`src/rtl/gcd_job_sequencer.sv`:
```
// gcd_job_sequencer: accepts operand pairs, drives the subtractive GCD core and returns results.
// Define GCD_TIMEOUT_EN to add a RUN-state watchdog of TIMEOUT_CYCLES cycles.
module gcd_job_sequencer #(
  parameter int WIDTH          = 16,
  parameter int TIMEOUT_CYCLES = 70000
) (
  input  logic             clk,
  input  logic             rst,
  input  logic             in_valid,
  output logic             in_ready,
  input  logic [WIDTH-1:0] in_a,
  input  logic [WIDTH-1:0] in_b,
  output logic             out_valid,
  input  logic             out_ready,
  output logic [WIDTH-1:0] out_gcd,
  output logic             out_zero,
  output logic             out_timeout,
  output logic             gcd_clr,
  output logic             gcd_start,
  output logic [WIDTH-1:0] gcd_data,
  input  logic             gcd_done,
  input  logic [WIDTH-1:0] gcd_result
);

  typedef enum logic [2:0] {
    IDLE,
    CLR,
    LOAD_A,
    LOAD_B,
    RUN,
    RESP
  } state_t;

  state_t           state;
  logic [WIDTH-1:0] op_a;
  logic [WIDTH-1:0] op_b;

`ifdef GCD_TIMEOUT_EN
  localparam int CW = $clog2(TIMEOUT_CYCLES + 1);
  localparam logic [CW-1:0] RUN_LAST = CW'(TIMEOUT_CYCLES - 1);
  logic [CW-1:0] run_cnt;
`else
  logic unused_timeout_cfg;
  assign unused_timeout_cfg = (TIMEOUT_CYCLES > 0);
`endif

  assign in_ready = (state == IDLE) && !rst;

  // Zero operands skip the core entirely: subtractive GCD would never terminate on them.
  always_ff @(posedge clk) begin
    if (rst) begin
      state       <= IDLE;
      op_a        <= '0;
      op_b        <= '0;
      out_valid   <= 1'b0;
      out_gcd     <= '0;
      out_zero    <= 1'b0;
      out_timeout <= 1'b0;
      gcd_clr     <= 1'b0;
      gcd_start   <= 1'b0;
      gcd_data    <= '0;
`ifdef GCD_TIMEOUT_EN
      run_cnt     <= '0;
`endif
    end else begin
      gcd_clr   <= 1'b0;
      gcd_start <= 1'b0;
      case (state)
        IDLE: begin
          if (in_valid) begin
            op_a        <= in_a;
            op_b        <= in_b;
            out_timeout <= 1'b0;
            if (in_a == '0 || in_b == '0) begin
              out_gcd   <= in_a | in_b;
              out_zero  <= (in_a == '0) && (in_b == '0);
              out_valid <= 1'b1;
              state     <= RESP;
            end else begin
              out_zero <= 1'b0;
              gcd_clr  <= 1'b1;
              state    <= CLR;
            end
          end
        end
        CLR: begin
          gcd_start <= 1'b1;
          gcd_data  <= op_a;
          state     <= LOAD_A;
        end
        LOAD_A: begin
          gcd_data <= op_b;
          state    <= LOAD_B;
        end
        LOAD_B: begin
`ifdef GCD_TIMEOUT_EN
          run_cnt <= '0;
`endif
          state <= RUN;
        end
        RUN: begin
          // A done in the final watchdog cycle still delivers the real result.
          if (gcd_done) begin
            out_gcd   <= gcd_result;
            out_valid <= 1'b1;
            state     <= RESP;
          end
`ifdef GCD_TIMEOUT_EN
          else if (run_cnt == RUN_LAST) begin
            out_gcd     <= '0;
            out_zero    <= 1'b0;
            out_timeout <= 1'b1;
            out_valid   <= 1'b1;
            state       <= RESP;
          end else begin
            run_cnt <= run_cnt + 1'b1;
          end
`endif
        end
        RESP: begin
          if (out_ready) begin
            out_valid <= 1'b0;
            state     <= IDLE;
          end
        end
        default: state <= IDLE;
      endcase
    end
  end

endmodule
```
`config.mk`:
```
export PLATFORM = sky130hd
export DESIGN_NAME = gcd_job_sequencer
export DESIGN_NICKNAME = d
export VERILOG_FILES = /design/src/rtl/gcd_job_sequencer.sv
export SDC_FILE = /design/constraint.sdc
export NUM_CORES = 1
export LEC_CHECK = 0
export ABC_AREA = 0
export ABC_CLOCK_PERIOD_IN_PS = 1400
export BUFFER_PORTS_ARGS = -buffer_cell sky130_fd_sc_hd__buf_2
export CAP_MARGIN = 5
export CORE_MARGIN = 2
export CORE_UTILIZATION = 48
export DETAILED_ROUTE_END_ITERATION = 10
export PLACE_DENSITY_LB_ADDON = 0.1
export SYNTH_ARGS = -nofsm -noshare
export SYNTH_HDL_FRONTEND = slang
export SYNTH_SLANG_ARGS = --single-unit
```
`constraint.sdc`:
```
create_clock -name clk -period 1.4 [get_ports clk]
set_input_delay 0.21 -clock clk [delete_from_list [all_inputs] [get_ports clk]]
set_output_delay 0.21 -clock clk [all_outputs]
set_load 0.03 [all_outputs]
```
==> Yosys cells after proc, flatten, opt, wreduce, memory -nomap -nowiden <==
Index checks and enable logic that the tools add are counted.
{ "word_totals": {"mem_count": 0, "in_bits": 53, "rom_bits": 0, "latchBits": 0, "ff_bits": 71, "out_inout_bits": 38, "mem_bits_rw": 0} }
{ "op_classes": {"bitwise": 3, "eq_ne": 9, "n_div": 0, "muxes": 18, "order_cmp": 0, "shift": 0, "addsub": 0, "mul": 0, "reduce_logical": 15} }
{ "op_table": {"columns": ["op", "count"], "rows": [
  ["one-hot mux 16 bit (2 select lines)", 2],
  ["2-to-1 mux 16 bit", 3],
  ["logical NOT 16 bit", 2],
  ["one-hot mux 3 bit (6 select lines)", 1],
  ["OR 16 bit", 1],
  ["2-to-1 mux 3 bit", 4],
  ["2-to-1 mux 1 bit", 7],
  ["equality test 3 x 2 -> 1 bit, second input constant", 2],
  ["equality test 3 bit, second input constant", 2],
  ["inequality test 2 bit, second input constant", 3],
  ["AND reduction 5 bit", 1],
  ["AND reduction 4 bit", 1],
  ["nonzero test 2 bit", 2],
  ["equality test 3 x 1 -> 1 bit, second input constant", 1],
  ["logical NOT 3 bit", 1],
  ["one-hot mux 1 bit (3 select lines)", 1],
  ["AND reduction 3 bit", 1],
  ["nonzero test 3 bit", 1],
  ["OR reduction 3 bit", 1],
  ["logical AND 1 bit", 2],
  ["inequality test 2 x 1 -> 1 bit, second input constant", 1],
  ["NOT 1 bit", 2],
  ["AND reduction 2 bit", 1],
  ["logical NOT 1 bit", 1],
  ["logical OR 1 bit", 1]
]} }

==> Longest topological paths before layout <==
{ "logic_depth": {"word_depth": 5, "depth_mapped": 7, "depth_no_buf": 4} }

==> Worst setup path before layout <==
OpenSTA, ideal clock, no wires.
{ "synth_path": {"path_kind": "reg-to-reg", "startpoint": "register state[2]", "endpoint": "register out_gcd[2]", "stages_incl_launch_ff": 8, "synth_period_minus_slack_ns": 1.946, "path_slack_ns": -0.546, "arrival_ns": 1.868, "path_cell_list": "dfxtp_1 buf_2 nor4_2 and2_1 buf_6 buf_6 o211ai_2 o221ai_2"} }
{ "synth_via": {"elab_chain_len": 3} }
{ "synth_lines": {"columns": ["element", "line_no", "rtl"], "rows": [
  ["from (decl)", "34", "state_t state;"],
  ["from (signal assigned)", "52", "state <= IDLE;"],
  ["from (signal assigned)", "78", "state <= RESP;"],
  ["from (signal assigned)", "82", "state <= CLR;"],
  ["equality test 3 bit or logical NOT 3 bit (tied branches)", "68", "case (state)"],
  ["inequality test 2 bit (no line), or another cell as far along", null, null],
  ["AND reduction 4 bit (no line)", null, null],
  ["to (signal assigned)", "75", "out_gcd <= in_a | in_b;"],
  ["to (signal assigned)", "104", "out_gcd <= gcd_result;"],
  ["to (decl)", "15", "output logic [WIDTH-1:0] out_gcd,"]
]} }
Parallel ways exist; a longest one is shown, timed or not.
A chain may end at the register's enable or synchronous reset.

==> Worst setup path in the final report <==
{ "layout_path": {"startpoint": "register state[1]", "endpoint": "output in_ready"} }
{ "layout_via": {"elab_chain_len": 2} }
{ "layout_lines": {"columns": ["element", "line_no", "rtl"], "rows": [
  ["logical NOT 3 bit", "47", "assign in_ready = (state == IDLE) && !rst;"],
  ["logical AND 1 bit", "47", null],
  ["to (decl)", "10", "output logic in_ready,"]
]} }
Every way passes these cells.

==> results.ini <==
[global_routing]
grt_max_degree=44
antenna_found_initial=0
grt_pass1_vias=3379
grt-ovfl-total=0
track_usage_pct=27.5
grt_pass1_wl_um=16500

[drt]
vias_per_cell=5.79
drt_first_iter_violations=184
drt_wl_total_um=11200
vias=3726
route.detailed.drc=0
avgRoutedWirePerCell_um=17.4
final_antenna_net_count=0
first_pass_iters=4

[logic_synthesis]
syn_inst=398
yosys.area.top_type=dfxtp_1
syn_nets=451
synth_top_area_share_pct=41.2
ys_types=42
yosysWarnings=0
synth-main-ff-cell=dfxtp_1
yosysSeqAreaShare_pct=41.2
synthMostInstantiatedCell=nand2_1
synth-edff-count=0
syn-cell-area_um2=3450
synth_seq_cells=71
avgSynthCellArea_um2=8.66
synthArstFlopShare_pct=0
yosys-top-cells-count=86 x nand2_1, 71 x dfxtp_1, 38 x a21oi_1, 33 x nor2_1, 20 x a22oi_1
synth.area.top_cells=dfxtp_1 41%, nand2_1 9.4%, o211ai_2 5.8%

[min_path]
hp-class=in -> reg
hold_start=in_a[0]
hold_end=op_a[0]$_SDFFE_PP0P_
holdPathStages=3

[sta]
finalSetupTns_ps=-6210
hold_slack_ps=147
worst_slew_pin_slew_ps=563
relSlewSlack_pct=62.4
clock_skew_ps=12.3
finalSetupViolCount=64
fmax_mhz=647
finalHoldViolCount=0
rsz0062_at_grt=yes
fin_ws_ps=-145
finalCritPeriodShare_pct=110
drv_slew=0
fin_crit_ps=1550

[power_and_ir_drop]
leakage_nw=2.11
powerDensity_nw_per_um2=1100
ir_drop_mv=0.683
power_mw=5.69

[worst_setup_path]
crit_chain=buf_6 > nor4_4 > buf_4 > buf_6
crit_type=reg -> out
timing.critical_path.from_type=flop
crit_path_start=state[1]$_SDFFE_PP0P_
cp_data_required_time_ps=1190
critPathMaxFanout=3
r2r_setup_slack_ps=-140
timing.rr.start=state[1]$_SDFFE_PP0P_
slowest_delay_ps=360
rr_endpoint=gcd_data[6]$_SDFFE_PP0P_
reg2reg_depth=6
crit_path_end_kind=primary output
crit_slowest_cell=dfxtp_4
arrival_ps=1340
cp_common_cell=buf_6

[floorplanning]
fp.dieH_um=88.8
dieArea_um2=7880
fp-row-count=30
die_w_um=88.8
ios=91
core_area_um2=6870
start_util_pct=50.2

[placed_design]
place_inst=613
place_congestion=0.808
place_ws_ps=-200
dp.final_hpwl_um=6960
dpl_cell_area_um2=4430
numPortBuffers=89

[cells_and_area]
layout.cells.non_filler=644
drive_gt1_share_pct=51.3
final_util_pct=75.5
final_area_um2=5190
finalNetCount=597
syn_to_final_growth_pct=50.5
antenna_cells=0
fillCellCount=523

[clock_network]
clock_latency_ps=340
cts_root_buffer=clkbuf_8
tritoncts=yes
numCtsBuffers=9
clk_pin_slew_ps=80
clock_sink_count=71
htreeDepth=3
clock_path_buffers=2

[status]
status=finished, violations left
violations=negative setup slack

[flow_run]
cap_violations=0

[sequential cells by signal, summed over array words and instances, names as in the netlist]
register   count
out_valid      1
op_a          16
out_gcd       16
gcd_clr        1
gcd_start      1
state          3
out_zero       1
gcd_data      16
op_b          16
[critical path, delay by kind of cell, from the launching register on]
family        cells  cell delay (ps)
buf+inv           3              380
simple gates      1              250
flops             1              360
[report_power, final]
part	total (mW)	switching [mW]	internal, mW
Clock	1.60	0.782	0.817
Sequential	2.32	0.130	2.19
Combinational	1.76	0.973	0.788
[cell families after synthesis]
| logic type | share of synthesized area [%] |
|---|---|
| other | 0.109 |
| buffers and inverters | 6.17 |
| AO/OA/AOI/OAI | 25.9 |
| AND/OR/NAND/NOR | 22.8 |
| flip-flops | 41.2 |
| XOR/XNOR | 0.254 |
| multiplexers | 3.48 |
[area by class of cell]
cell class | count | area [um^2] | area share, %
clock buffers | 10 | 128 | 2.46
well taps | 96 | 120 | 2.31
inverters | 1 | 3.75 | 0.0723
clock inverters | 5 | 60.1 | 1.16
multi-input cells | 293 | 2160 | 41.7
flip-flops and latches | 71 | 1430 | 27.6
repair buffers | 168 | 1280 | 24.7
[worst max-delay path by stage]
| stage | endpoint | slack [ps] |
|---|---|---|
| 2_1_floorplan | out_gcd[2]$_SDFFE_PP0P_ | -220 |
| 3_3_place_gp | out_valid$_SDFFE_PP0P_ | -180 |
| 3_5_place_dp | out_gcd[12]$_SDFFE_PP0P_ | -200 |
| 4_1_cts | in_ready | -150 |
| 5_1_grt | op_b[6]$_SDFFE_PP0P_ | -210 |
| 6_report | in_ready | -150 |
[placed cells by master (no fill, tap or decap), types with 4 or more instances in the layout]
master    Yosys  final
a21oi_1      38     26
buf_6         7     13
mux2i_1      12     10
nand4_1      18     18
o211ai_2     16     16
a211oi_1     12     10
buf_4         1     52
nand2_1      86     69
buf_2         8     88
buf_12        0      9
dfxtp_1      71     68
a22oi_2       0     19
o221ai_2     11     12
clkbuf_8      0      9
nor4_1        8      8
nor2_4        0      5
nand2_2       3     11
nand2_4       0      9
a21oi_2       0     12
nor2_1       33     32
o221ai_1      5      4
[metal layers]
metal  up-vias  wire [um]  GRT usage, %
met5         -          0             0
met4         0        353          12.7
met3        28        786          5.32
met2       162       5400          44.0
met1      1787       4640          35.8
li1       1749          -             -
[repair_timing]
item                                   in CTS  in global routing
setup endpoints to repair                  67                 69
hold buffers                                0                  0
endpoints found under the hold margin       0                  0
gates resized for setup                    39                 63
gates cloned                                4                  3
setup buffers                              13                  1
pin swaps                                  35                 30
No activity file was read; power rests on OpenSTA's default activity.
